File: src/rtl/fixed_rice_param_estimator.sv
// Per-partition |residual| accumulator and Rice parameter estimator (k = floor(log2(mean))).
// Define RICE_PARAM_FAST_EN to resolve k in a single cycle instead of one step per cycle.
module fixed_rice_param_estimator #(
  parameter int BLOCK_SIZE = 4096,
  parameter int WARMUP     = 3,
  parameter int MAX_K      = 14
) (
  input  logic               iClock,
  input  logic               iReset,
  input  logic               iEnable,
  input  logic               iValid,
  input  logic signed [15:0] iResidual,
  output logic               oBusy,
  output logic               oDone,
  output logic [3:0]         oK,
  output logic [31:0]        oSum
);

  localparam int          NEFF    = BLOCK_SIZE - WARMUP;
  localparam int          CNT_W   = $clog2(BLOCK_SIZE + 1);
  localparam logic [31:0] NEFF_W  = 32'(NEFF);
  localparam logic [3:0]  MAX_K_W = 4'(MAX_K);

  typedef enum logic [1:0] {ACCUM, SEARCH, DONE} state_t;

  state_t           state_q;
  logic [CNT_W-1:0] cnt_q;
  logic [31:0]      sum_q;
  logic [3:0]       k_q;
  logic             busy_q;
  logic             done_q;
  logic [3:0]       k_out_q;
  logic [31:0]      sum_out_q;

  logic             accept;
  logic [31:0]      abs_ext;

  // Magnitude as 17-bit unsigned so that -32768 maps to 32768.
  function automatic logic [16:0] abs17(input logic signed [15:0] v);
    logic signed [16:0] ext;
    ext = {v[15], v};
    return ext[16] ? 17'(-ext) : 17'(ext);
  endfunction

  assign accept  = iEnable && iValid && (state_q == ACCUM) && !busy_q;
  assign abs_ext = {15'd0, abs17(iResidual)};

`ifdef RICE_PARAM_FAST_EN
  logic [3:0] k_fast;

  always_comb begin
    k_fast = '0;
    for (int i = 0; i <= MAX_K; i++) begin
      if ((NEFF_W << i) <= sum_q) k_fast = 4'(i);
    end
  end
`else
  logic [4:0] k_next;
  logic       k_step;

  // Advance k while the mean still reaches the next power of two.
  assign k_next = {1'b0, k_q} + 5'd1;
  assign k_step = (k_q < MAX_K_W) && ((NEFF_W << k_next) <= sum_q);
`endif

  always_ff @(posedge iClock) begin
    if (iReset) begin
      state_q   <= ACCUM;
      cnt_q     <= '0;
      sum_q     <= '0;
      k_q       <= '0;
      busy_q    <= 1'b0;
      done_q    <= 1'b0;
      k_out_q   <= '0;
      sum_out_q <= '0;
    end else if (iEnable) begin
      // Busy lags the state by one cycle so it also covers the oDone cycle.
      busy_q <= (state_q != ACCUM);
      done_q <= (state_q == DONE);
      case (state_q)
        ACCUM: begin
          if (accept) begin
            if (cnt_q >= CNT_W'(WARMUP)) sum_q <= sum_q + abs_ext;
            if (cnt_q == CNT_W'(BLOCK_SIZE - 1)) begin
              state_q <= SEARCH;
              k_q     <= '0;
              cnt_q   <= '0;
            end else begin
              cnt_q <= cnt_q + CNT_W'(1);
            end
          end
        end
        SEARCH: begin
`ifdef RICE_PARAM_FAST_EN
          k_q     <= k_fast;
          state_q <= DONE;
`else
          if (k_step) k_q <= k_next[3:0];
          else        state_q <= DONE;
`endif
        end
        DONE: begin
          k_out_q   <= k_q;
          sum_out_q <= sum_q;
          sum_q     <= '0;
          state_q   <= ACCUM;
        end
        default: state_q <= ACCUM;
      endcase
    end
  end

  assign oBusy = busy_q;
  assign oDone = done_q;
  assign oK    = k_out_q;
  assign oSum  = sum_out_q;

endmodule

File: config.mk
export PLATFORM = sky130hd
export DESIGN_NAME = fixed_rice_param_estimator
export DESIGN_NICKNAME = d
export VERILOG_FILES = /design/src/rtl/fixed_rice_param_estimator.sv
export SDC_FILE = /design/constraint.sdc
export NUM_CORES = 1
export LEC_CHECK = 0
export CAP_MARGIN = 20
export CORE_UTILIZATION = 36
export DETAILED_ROUTE_END_ITERATION = 6
export SLEW_MARGIN = 10
export SYNTH_ARGS = -nofsm -noshare
export SYNTH_HDL_FRONTEND = slang
export SYNTH_SLANG_ARGS = --single-unit
File: constraint.sdc
create_clock -name iClock -period 8.9 [get_ports iClock]
set_clock_uncertainty 0.2 [all_clocks]
set_input_delay 1.335 -clock iClock [delete_from_list [all_inputs] [get_ports iClock]]
set_output_delay 1.335 -clock iClock [all_outputs]
set_load 0.01 [all_outputs]
### After elaboration in Yosys (flattened, before gate mapping)

Cells that the tools add are included.

| storage, ports and cells | value |
|---|---|
| output and inout bits | 38 |
| bits of input ports | 20 |
| bits in registers | 89 |
| logic and storage cells | 51 |

| cells by class | value |
|---|---|
| $add $sub $neg | 4 |
| magnitude comparators | 3 |
| equality and inequality tests | 8 |
| multiplexer cells | 13 |
| reductions and logical operators | 14 |
| shift-type cells | 1 |

Operators by type and width:

| operator | count |
|---|---|
| $mux 32 | 2 |
| $pmux 32 s2 | 1 |
| $add 32x17->32 | 1 |
| $le 32x32->1 | 1 |
| $shl 12x5->32 const A | 1 |
| $mux 17 | 1 |
| $neg 16->17 | 1 |
| $add 13x1->13 const B | 1 |
| $eq 13x12->1 const B | 1 |
| $ge 13x2->1 const B | 1 |
| $mux 13 | 1 |
| $mux 4 | 3 |
| $pmux 4 s2 | 1 |
| $reduce_and 4->1 | 2 |
| $mux 2 | 3 |
| $ne 2x2->1 const B | 3 |
| $reduce_bool 2->1 | 3 |
| $add 4x1->5 const B | 1 |
| $reduce_and 5->1 | 1 |
| $logic_and 1x1->1 | 4 |
| $lt 4x4->1 const B | 1 |
| $ne 2x1->1 const B | 2 |
| $pmux 2 s2 | 1 |
| $reduce_and 3->1 | 1 |
| other kinds (5) | 5 |

### Depth between registers and ports, before layout

| logic depth | value |
|---|---|
| depth after elaboration | 6 |
| gate-level depth with buffers | 16 |
| mapped depth without buffers | 16 |

### Least setup slack after synthesis

No wires, ideal clock.

| timing | value |
|---|---|
| kind | input port to flip-flop |
| start | input port iResidual[0] |
| end | register sum_q[24] |
| arrival time | 4.298 ns |
| required time | 8.568 ns |
| path buffers | 1 |
| setup time | 0.132 ns |
| path slack | 4.270 ns |
| cell stages on the path | 14 |
| cells stage by stage | or3_1 > or3b_1 > or2_2 > o21ai_0 > xnor2_1 > ha_1 > a21oi_1 > o211ai_1 > nor3_1 > o21ai_1 > a31oi_1 > clkbuf_1 > or3_1 > a21oi_1 |

| between the ends | value |
|---|---|
| longest elaborated chain between the ends | 6 |

RTL lines:

| what | line | RTL |
|---|---|---|
| start, declared | 12 | `input logic signed [15:0] iResidual,` |
| $neg 16->17 | 42 | `return ext[16] ? 17'(-ext) : 17'(ext);` |
| $mux 17 * | 42 |  |
| $add 32x17->32 * | 83 | `if (cnt_q >= CNT_W'(WARMUP)) sum_q <= sum_q + abs_ext;` |
| $mux 32 * | 83 |  |
| $mux 32 * | 82 | `if (accept) begin` |
| $pmux 32 s2 * | 80 | `case (state_q)` |
| end signal, assigned | 83 |  |
| end, declared | 28 | `logic [31:0] sum_q;` |

Mark *: on every way between the ends. The rest lies on a longest branch, timed or not. The select of a mux whose other input is x is not followed.
A chain may end at the register's enable or synchronous reset.

### Final worst setup path

Ends and elaborated chain as after synthesis.

==> results.sh <==
export IMPL_synth_edf_count=0
export IMPL_avgSynthCellArea_um2=7.59
export IMPL_clockBufferDepth=2
export IMPL_initial_core_util_pct=36.9
export IMPL_ir_worst_vdd_mv=0.0902
export IMPL_syn2layout_area_growth_pct=18.0
export IMPL_hold_viol=0
export IMPL_grt_pass1_vias=4894
export IMPL_rows=46
export IMPL_place_hpwl_um=10800
export IMPL_cp_slowest_cell="a31oi_1"
export IMPL_cts_resized=0
export IMPL_overflow=0
export IMPL_nets=898
export IMPL_antenna_found_initial=0
export IMPL_yosysSeqAreaShare_pct=30.3
export IMPL_setup_tns_final_ns=0
export IMPL_fp_dieH_um=130
export IMPL_ys_seq_elements=89
export IMPL_final_layout_size_suffix_gt1_share_pct=3.77
export IMPL_wl_per_cell_um=14.0
export IMPL_cp_cell_sequence="clkdlybuf4s50_1, or3_1, or3b_1, or2_2, o21ai_0, xnor2_1, ha_1, a21oi_1, o211ai_1, nor3_1, o21ai_1, a31oi_1, o21ai_0, a21oi_1"
export IMPL_fmax_ghz=0.183
export IMPL_worstPathMaxFanout=14
export IMPL_slew_headroom_pct=30.2
export IMPL_dr_total_vias=5393
export IMPL_tightest_slew_ns=1.04
export IMPL_cts_inserted_buffers=9
export IMPL_critPathBufInv=1
export IMPL_max_cap_viol_count=0
export IMPL_insertedDiodeCount=0
export IMPL_cts_tree="built"
export IMPL_drtPass1Iterations=5
export IMPL_endpoint_kind="flop"
export IMPL_grt_max_degree=65
export IMPL_io_pins=58
export IMPL_crit_arrival_ns=5.52
export IMPL_drc=0
export IMPL_clkTransAtPathRegs_ns=0.06
export IMPL_grt_pass1_wl_um=24600
export IMPL_syn_inst=775
export IMPL_status="completed"
export IMPL_post_cts_buffers=0
export IMPL_leakage_nw=2.53
export IMPL_synth_fp_nets=854
export IMPL_clock_sinks=89
export IMPL_gp_congestion=0.899
export IMPL_synth_main_ff_cell="dfxtp_1"
export IMPL_io_buffers=57
export IMPL_min_period_ns=5.46
export IMPL_netlist_area_um2=5880
export IMPL_powerDensity_nw_per_um2=122
export IMPL_h_tree_depth=3
export IMPL_critPathKind="input port to flop"
export IMPL_hp_class="flop to flop"
export IMPL_critPathLaunchType="input port"
export IMPL_stdcell_area_um2=6940
export IMPL_wl_um=14500
export IMPL_cp_slowest_stage_delay_ns=0.85
export IMPL_finalSetupViolations=0
export IMPL_yosysTopAreaCellShare_pct=30.3
export IMPL_die_area_um2=16900
export IMPL_drtIter0Drc=353
export IMPL_yosysUniqueCellTypes=62
export IMPL_cts_hold_buffers=0
export IMPL_track_usage_pct=18.5
export IMPL_coreArea_um2=15900
export IMPL_yosysTopAreaCell="dfxtp_1"
export IMPL_ys_warn_count=0
export IMPL_dpl_cell_area_um2=6640
export IMPL_antenna_left=0
export IMPL_synth_area_leaders="dfxtp_1 30%, ha_1 12%, a21oi_1 8.3%, nand2_1 8.1%, xnor2_1 4.2%"
export IMPL_rsz0062_at_grt="no"
export IMPL_timing_final_crit_share_pct=61.3
export IMPL_slew_violations=0
export IMPL_routed_via_density=5.19
export IMPL_clock_root_buffer="clkbuf_16"
export IMPL_synth_most_common_cell="nand2_1"
export IMPL_critPathTopFamily="compound AO/OA/AOI/OAI gates"
export IMPL_async_flop_share_pct=0
export IMPL_critPathRequiredTime_ns=8.96
export IMPL_clock_latency_ns=0.35
export IMPL_die_w_um=130
export IMPL_synthTopCellsByCount="127 x nand2_1, 97 x a21oi_1, 89 x dfxtp_1"
==> where the power goes <==
part	switching (mW)	total, mW	leakage (nW)	internal, mW
registers	0.00104	0.400	0.717	0.399
clock network	0.156	0.387	0.148	0.231
logic	0.0346	0.0617	1.67	0.0271
total	0.192	0.848	2.53	0.657
==> worst paths after layout <==
path / startpoint / endpoint / slack [ns] / cells after the start
worst max-delay path: iResidual[0] / sum_q[24]$_SDFFE_PP0P_ / 3.44 / 14
worst min-delay path: oSum[16]$_SDFFE_PP0P_ / oSum[16]$_SDFFE_PP0P_ / 0.25 / 2
worst max register to register: k_q[0]$_SDFFE_PP0P_ / k_q[0]$_SDFFE_PP0P_ / 4.51 / 15
worst min register to register: oSum[16]$_SDFFE_PP0P_ / oSum[16]$_SDFFE_PP0P_ / 0.25 / 2
==> worst register-to-register path: cells and delay by family, from the launching register on <==
| family | cells | cell delay (ns) |
|---|---|---|
| DFF | 1 | 0.58 |
| buffers and inverters | 2 | 0.27 |
| muxes | 1 | 0.37 |
| and+or+nand+nor | 5 | 0.87 |
| adders and majority gates | 3 | 1.21 |
| AOI/OAI and AO/OA | 4 | 0.79 |
==> area by class of cell <==
class / instances / area [µm²]
Sequential cell: 89 / 1780
Timing Repair Buffer: 64 / 618
Fill cell: 1664 / 9000
Clock inverter: 3 / 40.0
Inverter: 53 / 199
Tap cell: 216 / 270
Multi-Input combinational cell: 602 / 3780
Clock buffer: 12 / 256
==> stage by stage <==
step                std cells  setup slack (ns)  util (%)  power [mW]  hold WS (ns)
finish                   1039              3.44      43.5       0.848         0.251
global route             1039              2.99      43.5       0.882         0.272
CTS                      1038              3.45      43.5       0.860         0.256
detailed placement       1023              3.10      41.6       0.471         0.247
global placement         1023              3.21      41.6       0.471         0.245
floorplan                 775              4.27         -       0.451         0.250
==> cell usage in the layout, fill, tap and decap left out, types with 21 or more instances in the layout <==
| master | netlist | final |
|---|---|---|
| nor2_1 | 60 | 60 |
| a21oi_1 | 97 | 97 |
| xnor2_1 | 28 | 28 |
| nand2_1 | 127 | 127 |
| ha_1 | 58 | 58 |
| dfxtp_1 | 89 | 89 |
| o21ai_0 | 24 | 24 |
| inv_1 | 53 | 53 |
| clkdlybuf4s50_1 | 0 | 56 |
| nand3_1 | 21 | 21 |
==> per-layer routing <==
metal | vias up | global-route usage, % | routed length, µm
met2 | 106 | 29.1 | 6550
met4 | 0 | 5.95 | 233
li1 | 2826 | - | -
met5 | - | 0 | 0
met1 | 2444 | 25.6 | 7260
met3 | 17 | 3.20 | 457
==> state kept, by name, summed over array words and instances, names as in the netlist <==
register  cells
state_q       2
k_q           4
oK            4
oSum         32
sum_q        32
oBusy         1
oDone         1
cnt_q        13
==> logic make-up after synthesis <==
group / after synthesis / synth area share [%]
adder cells (fa/ha/maj): 59 / 12.7
AO/OA/AOI/OAI: 207 / 21.7
XOR/XNOR: 38 / 5.66
other: 1 / 0.0638
multiplexers: 4 / 0.723
buffers and inverters: 84 / 5.49
flip-flops: 89 / 30.3
AND/OR/NAND/NOR: 293 / 23.4
(Power assumes the default switching activity.)
